**src/rtl/uart_hex_tx.sv**
```systemverilog
// uart_hex_tx
//   Prints a binary word as uppercase ASCII hex, optionally followed by
//   CR LF, by strobing one character at a time into a downstream uart_tx.
//
// Parameters
//   DIGITS  : hex digits per word (1..8); input word is 4*DIGITS bits wide
//   NEWLINE : 1 appends 0x0D 0x0A after the digits, 0 appends nothing
//
// Ports
//   clk         : system clock
//   reset       : synchronous, active-high reset
//   in_data     : word to print
//   in_valid    : in_data is valid
//   in_ready    : block can accept a word (IDLE and not in reset)
//   uart_data   : character presented to uart_tx (valid while uart_strobe=1)
//   uart_strobe : one-cycle pulse to uart_tx data_strobe
//   uart_ready  : ready from uart_tx
//   busy        : a line is in progress
module uart_hex_tx #(
    parameter int DIGITS  = 8,
    parameter int NEWLINE = 1
) (
    input  logic                  clk,
    input  logic                  reset,
    input  logic [4*DIGITS-1:0]   in_data,
    input  logic                  in_valid,
    output logic                  in_ready,
    output logic [7:0]            uart_data,
    output logic                  uart_strobe,
    input  logic                  uart_ready,
    output logic                  busy
);

    localparam int         W          = 4 * DIGITS;
    localparam int         TOTAL      = DIGITS + 2 * NEWLINE;
    localparam logic [3:0] DIGITS_IDX = 4'(DIGITS);
    localparam logic [3:0] TOTAL_IDX  = 4'(TOTAL);

    typedef enum logic [1:0] {
        IDLE  = 2'd0,
        SEND  = 2'd1,
        GUARD = 2'd2
    } state_t;

    state_t         state_q, state_d;
    logic [W-1:0]   shift_q, shift_d;
    logic [3:0]     idx_q, idx_d;
    logic [7:0]     data_q, data_d;
    logic           strobe_q, strobe_d;
    logic [7:0]     cur_char_s;

    // Map a nibble to its uppercase ASCII hex digit.
    function automatic logic [7:0] hex_char(input logic [3:0] nib);
        logic [7:0] c;
        if (nib < 4'd10) begin
            c = 8'h30 + {4'h0, nib};
        end else begin
            c = 8'h37 + {4'h0, nib};
        end
        return c;
    endfunction

    // Character selected by the current index: digits come from the top
    // nibble of the shift register, then CR, then LF.
    always_comb begin
        cur_char_s = 8'h00;
        if (idx_q < DIGITS_IDX) begin
            cur_char_s = hex_char(shift_q[W-1 -: 4]);
        end else if (idx_q == DIGITS_IDX) begin
            cur_char_s = 8'h0D;
        end else begin
            cur_char_s = 8'h0A;
        end
    end

    // Next-state and datapath updates for the IDLE/SEND/GUARD sequencer.
    always_comb begin
        state_d  = state_q;
        shift_d  = shift_q;
        idx_d    = idx_q;
        data_d   = data_q;
        strobe_d = 1'b0;
        case (state_q)
            IDLE: begin
                if (in_valid) begin
                    shift_d = in_data;
                    idx_d   = 4'd0;
                    state_d = SEND;
                end else begin
                    state_d = IDLE;
                end
            end
            SEND: begin
                if (uart_ready) begin
                    data_d   = cur_char_s;
                    strobe_d = 1'b1;
                    idx_d    = idx_q + 4'd1;
                    // Shifting past the digits is harmless: only CR/LF remain.
                    shift_d  = shift_q << 3'd4;
                    state_d  = GUARD;
                end else begin
                    state_d = SEND;
                end
            end
            GUARD: begin
                // uart_tx only drops ready the cycle after a strobe, so this
                // cycle's uart_ready is stale and deliberately not looked at.
                if (idx_q == TOTAL_IDX) begin
                    state_d = IDLE;
                end else begin
                    state_d = SEND;
                end
            end
            default: begin
                state_d = IDLE;
            end
        endcase
    end

    // State and datapath registers with synchronous reset.
    always_ff @(posedge clk) begin
        if (reset) begin
            state_q  <= IDLE;
            shift_q  <= '0;
            idx_q    <= 4'd0;
            data_q   <= 8'h00;
            strobe_q <= 1'b0;
        end else begin
            state_q  <= state_d;
            shift_q  <= shift_d;
            idx_q    <= idx_d;
            data_q   <= data_d;
            strobe_q <= strobe_d;
        end
    end

    assign in_ready    = (state_q == IDLE) && !reset;
    assign busy        = (state_q != IDLE) && !reset;
    assign uart_data   = data_q;
    assign uart_strobe = strobe_q;

endmodule
```
**config.mk**
```make
export PLATFORM = sky130hd
export DESIGN_NAME = uart_hex_tx
export DESIGN_NICKNAME = d
export VERILOG_FILES = /design/src/rtl/uart_hex_tx.sv
export SDC_FILE = /design/constraint.sdc
export NUM_CORES = 1
export LEC_CHECK = 0
export CORE_ASPECT_RATIO = 1.1
export CORE_UTILIZATION = 46
export CTS_CLUSTER_DIAMETER = 50
export DETAILED_ROUTE_END_ITERATION = 12
export GPL_ROUTABILITY_DRIVEN = 0
export GPL_TIMING_DRIVEN = 0
export MAX_ROUTING_LAYER = met4
export PLACE_DENSITY = 0.76
export SLEW_MARGIN = 20
export SYNTH_ARGS = -nofsm -noshare
export SYNTH_HDL_FRONTEND = slang
export SYNTH_SLANG_ARGS = --single-unit
```
**constraint.sdc**
```tcl
create_clock -name clk -period 1.3 [get_ports clk]
set_input_delay 0.13 -clock clk [delete_from_list [all_inputs] [get_ports clk]]
set_output_delay 0.13 -clock clk [all_outputs]
set_load 0.02 [all_outputs]
```
==> results.cfg <==
[outcome]
status = complete, but fails checks
violations = negative setup slack

[sta]
max_slew_margin_pct = 52.6
final_hold_viol_count = 0
timing.final.crit_period_ns = 1.41
period_share_pct = 108
rsz0062_at_grt = yes
setup_viol = 31
timing.setup.tns_ns = -1.15
timing.hold.ws_ns = 0.320
worst_pin_slew_ns = 0.712
fmax_mhz = 711
finalClockSkew_ns = 0.00458
slew_viol_final = 0
setup_ws_ns = -0.107

[yosys]
syn_area_um2 = 2220
synth_edf_count = 0
synth_nets = 271
ys_seq_area_share_pct = 41.4
synth_flop_cell = dfxtp_1
synthCells = 231
avgSynthCellArea_um2 = 9.62
synthArstFlopShare_pct = 0
synth.distinct_cells = 33
synth_seq_cells = 46
yosys_warnings = 0

[global_route]
grt_util_met1_pct = 24.6
grt_pass1_vias = 1765
grt_max_degree = 13
gr-total-overflow = 0
use_met3_pct = 5.30
use_met2_pct = 34.9
grt_antenna_before_repair = 0
grt_first_pass_wirelength_um = 7750
grt_usage_pct = 21.2
busiest_layer = met2

[place]
dp_hpwl_um = 3160
post-place-ws_ns = -0.499
portBuffers = 44
placed_area_um2 = 2730
placedCellCount = 331

[power]
ir_drop_v = 0.000445
p_leak_nw = 1.29
p_per_area_nw_per_um2 = 1060
p_total_mw = 3.40

[floorplan]
die_h_um = 74.9
rows = 26
dieArea_um2 = 5110
core_area_um2 = 4650
die_w_um = 68.3
io_pins = 47
initial_utilization_pct = 47.8

[clocking]
clockBufferDepth = 2
cts_buffers = 5
cts_tree = built
cts-root-buf = clkbuf_8
path_clk_slew_ns = 0.08
clk_latency_ns = 0.30
cts.sinks = 46
h-tree-depth = 2
cts_hold_buf = 0

[setup_path]
worstSetupPathType = reg2reg
reg2reg_depth = 7
crit_arrival_ns = 1.57
worstSetupStartpointType = flip-flop
worstPathMaxFanout = 7
reg2reg_from = state_q[0]
reg2reg_to = shift_q[7]
r2r_slack_ns = -0.11
end_kind = flip-flop
worst_ep_required_time_ns = 1.47

[finish]
finalNetCount = 329
final_util_pct = 68.9
final_layout_size_suffix_gt1_share_pct = 35.3
final_area_um2 = 3210
area_growth_pct = 44.3
antenna_cells = 0
instances_no_fill = 345
nFillCells = 355

[worst_hold_path]
hold-path-endpoint = uart_data[2]
holdPathStages = 2
min_from = reset
hold_path_class = in2reg

[route]
routed_via_density = 5.30
drt_wl_total_um = 5020
drcViolationCount = 0
routedWlPerCell_um = 14.5
drt_iter0_drc = 96
postRouteAntennaNets = 0
vias = 1829
drt_first_pass_iters = 4

[job]
cap_violations = 0
==> synth_stat cells, types with 2 or more instances <==
cell type   n  area share, %
nor3_1      8            1.8
buf_1       2           0.34
nor2b_1     2           0.56
clkbuf_1    4           0.68
nor2_1     48            8.1
o21ai_0     2           0.45
buf_2       6            1.4
nand2b_1    2           0.56
a211oi_1    9            3.0
a22oi_1     5            1.7
a21oi_1    10            2.3
o21a_1      2           0.68
nand2_1     5           0.84
mux2i_1    28             13
inv_1       4           0.68
dfxtp_1    46             41
buf_6       4            2.0
xnor2_1     3            1.2
buf_4       5            1.7
ha_1        4            2.3
a211oi_2   20             11
==> final cells by class <==
cell class                      instances  area, um2  area share [%]
Timing Repair Buffer                   53        541            16.9
Buffer                                 19        195            6.09
Tap cell                               56       70.1            2.18
Sequential cell                        46        931            29.0
Multi-Input combinational cell        160       1380            43.0
Clock buffer                            7       76.3            2.38
Inverter                                4       15.0           0.468
==> layer usage <==
| metal | up-vias | routed length, um |
|---|---|---|
| li1 | 929 | - |
| met1 | 853 | 2190 |
| met2 | 42 | 2560 |
| met3 | 5 | 215 |
| met4 | 0 | 55 |
| met5 | - | 0 |
==> cells in the final DEF, fill, tap and decap left out, types with 3 or more instances in the layout <==
cell / netlist / routed
dlygate4sd2_1: 0 / 8
a22oi_2: 0 / 4
nor2_4: 0 / 10
mux2i_4: 1 / 3
buf_6: 4 / 7
nand2_1: 5 / 5
buf_4: 5 / 8
inv_1: 4 / 3
a21oi_1: 10 / 8
clkbuf_8: 0 / 5
buf_8: 0 / 4
mux2i_2: 0 / 5
ha_1: 4 / 3
nor3_1: 8 / 5
a211oi_2: 20 / 22
mux2i_1: 28 / 21
xnor2_1: 3 / 3
buf_2: 6 / 3
clkdlybuf4s50_1: 0 / 34
nor2_2: 1 / 13
dfxtp_1: 46 / 42
clkbuf_1: 4 / 5
nor2_1: 48 / 26
a211oi_1: 9 / 7
==> registers in the layout, indices dropped and copies added (netlist names) <==
signal and cells:
shift_q 32, uart_data 7, idx_q 4, state_q 2, uart_strobe 1
==> cells by family (layout without fill, tap and decap cells) <==
kind of cell | count (synthesis) | count (layout) | share of synthesized area (%)
flops | 46 | 46 | 41.4
simple gates | 73 | 73 | 14.5
xor+xnor | 3 | 3 | 1.18
buf+inv | 25 | 83 | 6.76
other cells | 1 | 1 | 0.169
compound gates | 50 | 50 | 20.1
mux | 29 | 29 | 13.6
fa+ha+maj | 4 | 4 | 2.25
==> power breakdown <==
part           internal [mW]  switching (mW)
combinational          0.503           0.437
sequential              1.53           0.106
clock                  0.371           0.453
total                   2.40           0.997
==> worst max-delay path, cell delays in order (launching register included) <==
cell      delay [ns]
dfxtp_4         0.39
mux2i_4         0.27
nor2_2          0.08
buf_6           0.16
buf_12          0.13
buf_4           0.13
nor2_4          0.07
a211oi_2        0.03
==> worst max path at each step <==
stage | endpoint | slack (ns) | from
after floorplan | shift_q[31] | 0.0006 | state_q[0]
after global placement | in_ready | -0.49 | reset
after detailed placement | in_ready | -0.50 | reset
after CTS | shift_q[16] | -0.1 | state_q[0]
after global routing | shift_q[7] | -0.16 | state_q[0]
final | shift_q[7] | -0.11 | state_q[0]
==> what timing repair did <==
action                     4_1_cts  5_1_grt
pin swaps                       10       27
gates resized for setup         65       44
setup endpoints to repair       48       46
buffers inserted                 3        4
gates cloned                     1        1
Power figures use the tool's default switching activity.
